File: config.mk
export PLATFORM = sky130hd
export DESIGN_NAME = me_block_loader
export DESIGN_NICKNAME = d
export VERILOG_FILES = /design/src/rtl/me_pkg.sv /design/src/rtl/me_pix_packer.sv /design/src/rtl/me_block_loader.sv
export SDC_FILE = /design/constraint.sdc
export NUM_CORES = 1
export LEC_CHECK = 0
export ABC_AREA = 1
export BUFFER_PORTS_ARGS = -buffer_cell sky130_fd_sc_hd__buf_2
export CAP_MARGIN = 20
export CORE_AREA = 2 2 162 164
export DETAILED_ROUTE_END_ITERATION = 10
export DIE_AREA = 0 0 164 166
export SETUP_SLACK_MARGIN = 0.05
export SLEW_MARGIN = 10
export SYNTH_ARGS = -nofsm -noshare
export SYNTH_HDL_FRONTEND = slang
export SYNTH_SLANG_ARGS = --single-unit
File: constraint.sdc
create_clock -name clk -period 3.65 [get_ports clk]
set_input_delay 0.5475 -clock clk [delete_from_list [all_inputs] [get_ports clk]]
set_output_delay 0.5475 -clock clk [all_outputs]
set_load 0.01 [all_outputs]
File: src/rtl/me_pkg.sv
// Shared constants and state type for the motion-estimation block loader.
package me_pkg;

  localparam int PIX_W        = 8;
  localparam int CUR_WORDS    = 32;
  localparam int REF_WORDS    = 128;
  localparam int PIX_PER_WORD = 8;
  localparam int CUR_AW       = $clog2(CUR_WORDS);
  localparam int REF_AW       = $clog2(REF_WORDS);

  typedef enum logic [1:0] {
    LOAD_CUR  = 2'd0,
    LOAD_REF  = 2'd1,
    WAIT_DONE = 2'd2
  } state_t;

endpackage

File: src/rtl/me_pix_packer.sv
// Packs accepted pixels into 64-bit words, first pixel in the low byte;
// word_valid pulses for one cycle after the eighth pixel of a word.
module me_pix_packer
  import me_pkg::*;
#(
  parameter int PIX_W = me_pkg::PIX_W
) (
  input  logic                          clk,
  input  logic                          reset,
  input  logic                          pix_accept,
  input  logic [PIX_W-1:0]              pix_data,
  output logic [PIX_PER_WORD*PIX_W-1:0] word_next,
  output logic                          word_last,
  output logic                          word_valid
);

  localparam int WORD_W = PIX_PER_WORD * PIX_W;

  logic [WORD_W-1:0] shift_q;
  logic [2:0]        byte_cnt_q;

  // New pixels enter at the top, so after eight shifts the oldest sits in the low byte.
  assign word_next = {pix_data, shift_q[WORD_W-1:PIX_W]};
  assign word_last = pix_accept && (byte_cnt_q == 3'd7);

  always_ff @(posedge clk) begin
    if (reset) begin
      shift_q    <= '0;
      byte_cnt_q <= '0;
      word_valid <= 1'b0;
    end else begin
      word_valid <= word_last;
      if (pix_accept) begin
        shift_q    <= word_next;
        byte_cnt_q <= byte_cnt_q + 3'd1;
      end
    end
  end

endmodule

File: src/rtl/me_block_loader.sv
// Streams a 16x16 current block then a 32x32 reference window into word
// memories, then starts the motion-estimation engine and waits for done.
module me_block_loader
  import me_pkg::*;
#(
  parameter int PIX_W     = me_pkg::PIX_W,
  parameter int CUR_WORDS = me_pkg::CUR_WORDS,
  parameter int REF_WORDS = me_pkg::REF_WORDS
) (
  input  logic                          clk,
  input  logic                          reset,
  input  logic                          pix_valid,
  input  logic [PIX_W-1:0]              pix_data,
  output logic                          pix_ready,
  output logic [CUR_AW-1:0]             address_write_cur,
  output logic [PIX_PER_WORD*PIX_W-1:0] data_write_cur,
  output logic                          write_enable_cur,
  output logic [REF_AW-1:0]             address_write_ref,
  output logic [PIX_PER_WORD*PIX_W-1:0] data_write_ref,
  output logic                          write_enable_ref,
  output logic                          go,
  input  logic                          done,
  output logic                          busy,
  output state_t                        dbg_state
);

  localparam int WORD_W = PIX_PER_WORD * PIX_W;
  localparam int SH     = $clog2(PIX_PER_WORD);
  localparam int CNT_W  = $clog2(REF_WORDS * PIX_PER_WORD);
  localparam logic [CNT_W-1:0] CUR_LAST = CNT_W'(CUR_WORDS * PIX_PER_WORD - 1);
  localparam logic [CNT_W-1:0] REF_LAST = CNT_W'(REF_WORDS * PIX_PER_WORD - 1);

  state_t            state_q, state_d;
  logic [CNT_W-1:0]  pix_cnt_q;
  logic              ready_q, go_q, word_is_cur_q;
  logic              accept, word_last, word_valid;
  logic [WORD_W-1:0] word_next;

  // A pixel transfers on a rising clk where pix_valid and pix_ready are both high;
  // pix_ready never depends on pix_valid.
  assign accept    = pix_valid && pix_ready;
  assign pix_ready = ready_q && !reset;
  assign go        = go_q && !reset;
  assign busy      = !reset && !(state_q == LOAD_CUR && pix_cnt_q == '0);
  assign dbg_state = state_q;

  assign write_enable_cur = word_valid && word_is_cur_q && !reset;
  assign write_enable_ref = word_valid && !word_is_cur_q && !reset;

  me_pix_packer #(.PIX_W(PIX_W)) u_packer (
    .clk       (clk),
    .reset     (reset),
    .pix_accept(accept),
    .pix_data  (pix_data),
    .word_next (word_next),
    .word_last (word_last),
    .word_valid(word_valid)
  );

  always_comb begin
    state_d = state_q;
    case (state_q)
      LOAD_CUR:  if (accept && pix_cnt_q == CUR_LAST) state_d = LOAD_REF;
      LOAD_REF:  if (accept && pix_cnt_q == REF_LAST) state_d = WAIT_DONE;
      WAIT_DONE: if (done) state_d = LOAD_CUR;
      default:   state_d = LOAD_CUR;
    endcase
  end

  always_ff @(posedge clk) begin
    if (reset) state_q <= LOAD_CUR;
    else       state_q <= state_d;
  end

  always_ff @(posedge clk) begin
    if (reset) begin
      pix_cnt_q         <= '0;
      ready_q           <= 1'b0;
      go_q              <= 1'b0;
      word_is_cur_q     <= 1'b0;
      address_write_cur <= '0;
      data_write_cur    <= '0;
      address_write_ref <= '0;
      data_write_ref    <= '0;
    end else begin
      ready_q <= (state_d != WAIT_DONE);
      // Pixel count restarts at each phase boundary so it doubles as the word address.
      if (accept)
        pix_cnt_q <= (state_d != state_q) ? '0 : pix_cnt_q + CNT_W'(1);
      else if (state_q == WAIT_DONE)
        pix_cnt_q <= '0;
      if (state_q == LOAD_REF && state_d == WAIT_DONE)
        go_q <= 1'b1;
      else if (state_q == WAIT_DONE && state_d == LOAD_CUR)
        go_q <= 1'b0;
      if (word_last) begin
        if (state_q == LOAD_CUR) begin
          word_is_cur_q     <= 1'b1;
          address_write_cur <= pix_cnt_q[SH +: CUR_AW];
          data_write_cur    <= word_next;
        end else begin
          word_is_cur_q     <= 1'b0;
          address_write_ref <= pix_cnt_q[SH +: REF_AW];
          data_write_ref    <= word_next;
        end
      end
    end
  end

endmodule

* Word-level counts from Yosys, hierarchy flattened
Index checks and enable logic that the tools add are counted.
** Cells by class
- $add $sub $neg :: 2
- Equality and inequality tests :: 8
- Muxes and demuxes :: 10
- Bitwise operators :: 1
- Reductions and logical operators :: 24
** Operators with widths (number)
- two-way mux 10 bit :: 3
- logical AND 1 bit :: 14
- adder 10 x 1 -> 10 bit (second input constant) :: 1
- equality test 10 bit (second input constant) :: 1
- equality test 10 x 8 -> 1 bit (second input constant) :: 1
- zero test 10 bit :: 1
- two-way mux 2 bit :: 3
- one-hot mux 2 bit (3 select lines) :: 1
- equality test 2 bit (second input constant) :: 2
- zero test 2 bit :: 2
- AND reduction 2 bit :: 2
- nonzero test 2 bit :: 2
- adder 3 x 1 -> 3 bit (second input constant) :: 1
- equality test 3 bit (second input constant) :: 1
- zero test 1 bit :: 3
- two-way mux 1 bit :: 3
- equality test 2 x 1 -> 1 bit (second input constant) :: 1
- inequality test 2 bit :: 1
- inequality test 2 bit (second input constant) :: 1
- inverter 1 bit :: 1
** Word-level totals
- Register bits :: 223
- Input bits :: 12
- Output and inout bits :: 147
- Logic and storage cells :: 57

* Depth between registers and ports, before layout
- Depth in word-level cells :: 10
- Mapped depth :: 11
- Gate-level depth less buffers :: 10

* Modules after synthesis
From an unflattened synthesis, not the netlist that was laid out.
** Unflattened totals
- Cells, all modules :: 1138
- Area, all modules :: 8339.2 um^2
** Modules (own cells, without submodules)
- me_block_loader :: times used 1, cells each 751, area an instance 5753.0 um^2
- me_pix_packer :: times used 1, cells each 387, area an instance 2586.2 um^2

* Least setup slack after synthesis
Ideal clock, no wire load.
- Path kind :: input -> register
- Start point :: input port reset
- End point :: register address_write_cur[2]
- Arrival time :: 1524 ps
- Slack :: 2013 ps
- Stages on the path :: 10
- Buffers on the path :: 2
- Cells stage by stage :: nor2_4 -> nand2_4 -> inv_2 -> nand2_2 -> inv_2 -> nand2_2 -> buf_6 -> buf_2 -> o21ai_1 -> nor2_1
** Between the ends
- Longest elaborated chain between the ends :: 5
** Ends and longest elaborated chain
- from (decl) :: line me_block_loader.sv:11 : input logic reset,
- zero test 1 bit :: line me_block_loader.sv:42 : assign pix_ready = ready_q && !reset;
- logical AND 1 bit :: line me_block_loader.sv:42
- logical AND 1 bit :: line me_block_loader.sv:41 : assign accept = pix_valid && pix_ready;
- logical AND 1 bit :: line me_pix_packer.sv:24 : assign word_last = pix_accept && (byte_cnt_q == 3'd7);
- AND reduction 2 bit (no line)
- to (signal assigned) :: line me_block_loader.sv:99 : address_write_cur <= pix_cnt_q[SH +: CUR_AW];
- to (decl) :: line me_block_loader.sv:15 : output logic [CUR_AW-1:0] address_write_cur,
Parallel ways exist; a longest one is shown, timed or not.
A chain may end at the register's enable or synchronous reset.

* Final worst setup path
- Start point :: register state_q[0], in the netlist dbg_state[0]
- End point :: output port busy
** Between the ends
- Longest elaborated chain between the ends :: 4
** Ends and longest elaborated chain
- from (decl) :: line me_block_loader.sv:33 : state_t state_q, state_d;
- from (signal assigned) :: line me_block_loader.sv:72 : else state_q <= state_d;
- zero test 2 bit :: line me_block_loader.sv:44 : assign busy = !reset && !(state_q == LOAD_CUR && pix_cnt_q == '0);
- logical AND 1 bit :: line me_block_loader.sv:44
- zero test 1 bit :: line me_block_loader.sv:44
- logical AND 1 bit :: line me_block_loader.sv:44
- to (decl) :: line me_block_loader.sv:23 : output logic busy,
No other way between the ends.

==> metrics.md <==
| Metric | Value |
|---|---|
| Sinks on Clock Net | `215` |
| Initial core utilization | `0.294` |
| Number of nets with antenna violations after detailed routing | `0` |
| Yosys top cell area share | `0.571` |
| Filler cell count in the final layout | `2,675` |
| Total routing usage reported by global routing | `0.150` |
| R2R Path Start | `ready_q` |
| Fraction of final layout cells with drive strength greater than 1 | `0.200` |
| Setup CP Type | `flop to output port` |
| Met2 wire length | `9590 um` |
| Height of the die | `166 um` |
| Via density per instance | `4.55` |
| Seq/Total Area, Yosys | `0.571` |
| Max-cap violations | `0` |
| Peak clock frequency supported by timing | `420 MHz` |
| I/O pin count | `159` |
| Final TNS setup | `0 ns` |
| Average wire per standard cell | `14.6 um` |
| Area occupied by registers | `4300 um2` |
| Share of synthesized registers carrying an async set or reset | `0` |
| Total leakage power | `3.98 nW` |
| Hold-fix buffers at CTS | `0` |
| Highest signal layer in the routed design | `met4` |
| Slew Viols, Final | `0` |
| Origin of the worst setup path | `dbg_state[0]` |
| CP startpoint kind | `flop` |
| Library cells used by synthesis | `29` |
| Normalized max-slew margin | `0.327` |
| Worst Path Required | `3.10 ns` |
| Critical-path top delay cell | `nor2_1` |
| Final HPWL DP | `13,400 um` |
| Synth area leader | `dfxtp_1` |
| Most used standard cell by instance count after synthesis | `nor2_1` |
| RSZ-0062 raised after global routing | `no` |
| Length of routed wiring on met1 | `9590 um` |
| Synthesized netlist net count | `966` |
| Biggest fanout along the worst timing path | `7` |
| Overall routed net length | `21,000 um` |
| Number of H-tree levels | `1` |
| Warnings, synthesis | `0` |
| Worst hold margin | `0.274 ns` |
| Vias in the first global route | `6,098` |
| Worst-skew pair later-pin latency | `0.51 ns` |
| Detailed Routing Iterations Pass 1 | `5` |
| Top cells by count, synth | `nor2_1 (233), dfxtp_1 (215), nand2_1 (159)` |
| Transition time at the pin with the least slew margin | `1.01 ns` |
| Final period util | `0.653` |
| Worst path top cell family by delay | `simple AND/OR/NAND/NOR gates` |
| Status | `finished clean` |
| Root buffer cell | `clkbuf_16` |
| Cell area after synthesis | `7540 um2` |
| Global route overflow | `0` |
| Largest family of logic cells by synthesized area | `simple AND/OR/NAND/NOR gates` |
| Std cell rows | `59` |
| First-pass GRT wire length | `33,100 um` |
| Average cell area after synthesis | `7.94 um2` |
| Mux share of post-synthesis cell area | `0` |
| Multi-input logic area | `2840 um2` |
| WL met3 | `1410 um` |
| Number of endpoints failing setup at the final stage | `0` |
| Total clock buffers created by CTS | `24` |
| Gates resized, CTS repair | `0` |
| Clock transition at the register clock pins on the worst setup and hold paths after CTS | `0.06 ns` |
| Clock Skews | `0.00714 ns` |
| # nets final | `1,097` |
| Area of the placeable core | `25,600 um2` |
| Maximum single-stage delay on the critical path | `0.38 ns` |
| Die Width | `164 um` |
| Min cycle time layout | `2.38 ns` |
| Number of enable-type register cells in the synthesized netlist | `0` |
| Cell chain of the critical path | `nor2_1 -> nand3_1 -> nor2_1 -> a31oi_1 -> buf_2` |
| Synthesized-area fraction occupied by xor and xnor cells | `0.00232` |
| Hold path startpoint | `pix_data[5]` |
| Starting DRT DRC Count | `431` |
| Dominant cells by area after synthesis | `dfxtp_1 (57%), nor2_1 (12%), nand2_1 (7.9%)` |
| Layout overhead on the synthesized area | `24.9%` |
| Total via count after detailed routing | `6,520` |
| N_diodes | `0` |
| Antenna violations before repair | `0` |
| Path type of the worst min-delay path | `input port to flop` |
| Die Footprint | `27,200 um2` |
| Pwr per Cell Area | `545 nW/um2` |
| Adder and majority cell fraction of the synthesized area | `0.00664` |
| Count of port buffers added during placement | `158` |
| Clock Tree Buf Depth | `3` |
| Post-synthesis register bit count | `215` |
| Remaining routing DRC violations | `0` |
| Synth Area in Compound Gates | `0.149` |
| Largest net degree at the start of global routing | `113` |
| Most used cell along the critical path | `nor2_1` |
| Number of buffers inserted by post-CTS setup repair | `0` |
| Placer Congestion | `0.810` |
| CTS tree | `done` |
| Hold violation total from the final report | `0` |
| Critical Path End Type | `output port` |
| Max VDD drop | `0.236 mV` |
| Post-synthesis cell count | `950` |
| Critical path data arrival time | `1.83 ns` |
| Leading register cell type out of synthesis | `dfxtp_1` |
| Simple-gate area share of the yosys netlist | `0.219` |
| Sum of buffers and inverters on the critical path | `1` |
[final timing paths]
check / endpoint / slack (ns) / cells past startpoint
hold / removal: u_packer.shift_q[61] / 0.27 / 3
setup / recovery: busy / 1.27 / 5
hold reg to reg: u_packer.byte_cnt_q[1] / 0.47 / 2
setup reg to reg: data_write_ref[15] / 1.54 / 10
[placed cells by master, fill, tap and decap left out, types with 3 or more instances in the layout]
master,count
clkbuf_8,7
buf_4,5
bufinv_16,4
ha_1,4
o21ai_1,51
nand2_1,159
nor3_1,4
clkinv_2,4
a21oi_1,76
dfxtp_1,215
clkinvlp_4,4
o21ai_0,93
nor2_1,233
buf_2,158
inv_1,19
nand3_1,14
nand2_2,3
clkbuf_16,25
[cell families (layout without fill, tap and decap cells)]
| family | Yosys count | after routing |
|---|---|---|
| AND/OR/NAND/NOR | 421 | 421 |
| buffers and inverters | 85 | 234 |
| adder cells (fa/ha/maj) | 4 | 4 |
| AO/OA/AOI/OAI | 223 | 223 |
| XOR/XNOR | 2 | 2 |
| flip-flops | 215 | 215 |
[routing by layer]
layer | track usage | up-vias
met4 | 0.0374 | 0
met2 | 0.247 | 179
met3 | 0.0342 | 32
met5 | 0 | -
li1 | - | 3324
met1 | 0.199 | 2985
[registers in the layout, summed over array words and instances, names as in the netlist]
register	cells
data_write_cur	64
data_write_ref	64
u_packer.shift_q	56
pix_cnt_q	10
address_write_ref	7
address_write_cur	5
u_packer.byte_cnt_q	3
dbg_state	2
go_q	1
ready_q	1
u_packer.word_valid	1
word_is_cur_q	1
[per-stage QoR]
step           setup WS, ns  cells  instance area, um2  power (mW)   util
2_1_floorplan          2.01    950                7540        2.49      -
3_3_place_gp          0.941   1390                8530        2.53  0.333
3_5_place_dp          0.954   1390                8530        2.53  0.333
5_1_grt                1.19   1434                9420        5.31  0.368
6_report               1.27   1434                9420        5.13  0.368
4_1_cts                1.24   1434                9420        5.21  0.368
[worst register-to-register path, delay by kind of cell, from the launching register on]
| kind | cells | cell delay [ns] |
|---|---|---|
| and+or+nand+nor | 5 | 0.79 |
| DFF | 1 | 0.30 |
| buffers and inverters | 4 | 0.78 |
| AOI/OAI and AO/OA | 1 | 0.17 |
[final cells by class]
type / count / area share
repair buffers: 165 / 0.0922
multi-input cells: 650 / 0.302
clock inverters: 10 / 0.0170
inverters: 25 / 0.0105
well taps: 335 / 0.0445
clock buffers: 34 / 0.0774
flip-flops and latches: 215 / 0.457
[where the power goes]
group,internal (mW),total [mW],switching (mW)
logic,0.0296,0.112,0.0821
registers,2.36,2.37,0.0124
clock network,1.67,2.65,0.978
total,4.06,5.13,1.07
(Power assumes the default switching activity.)
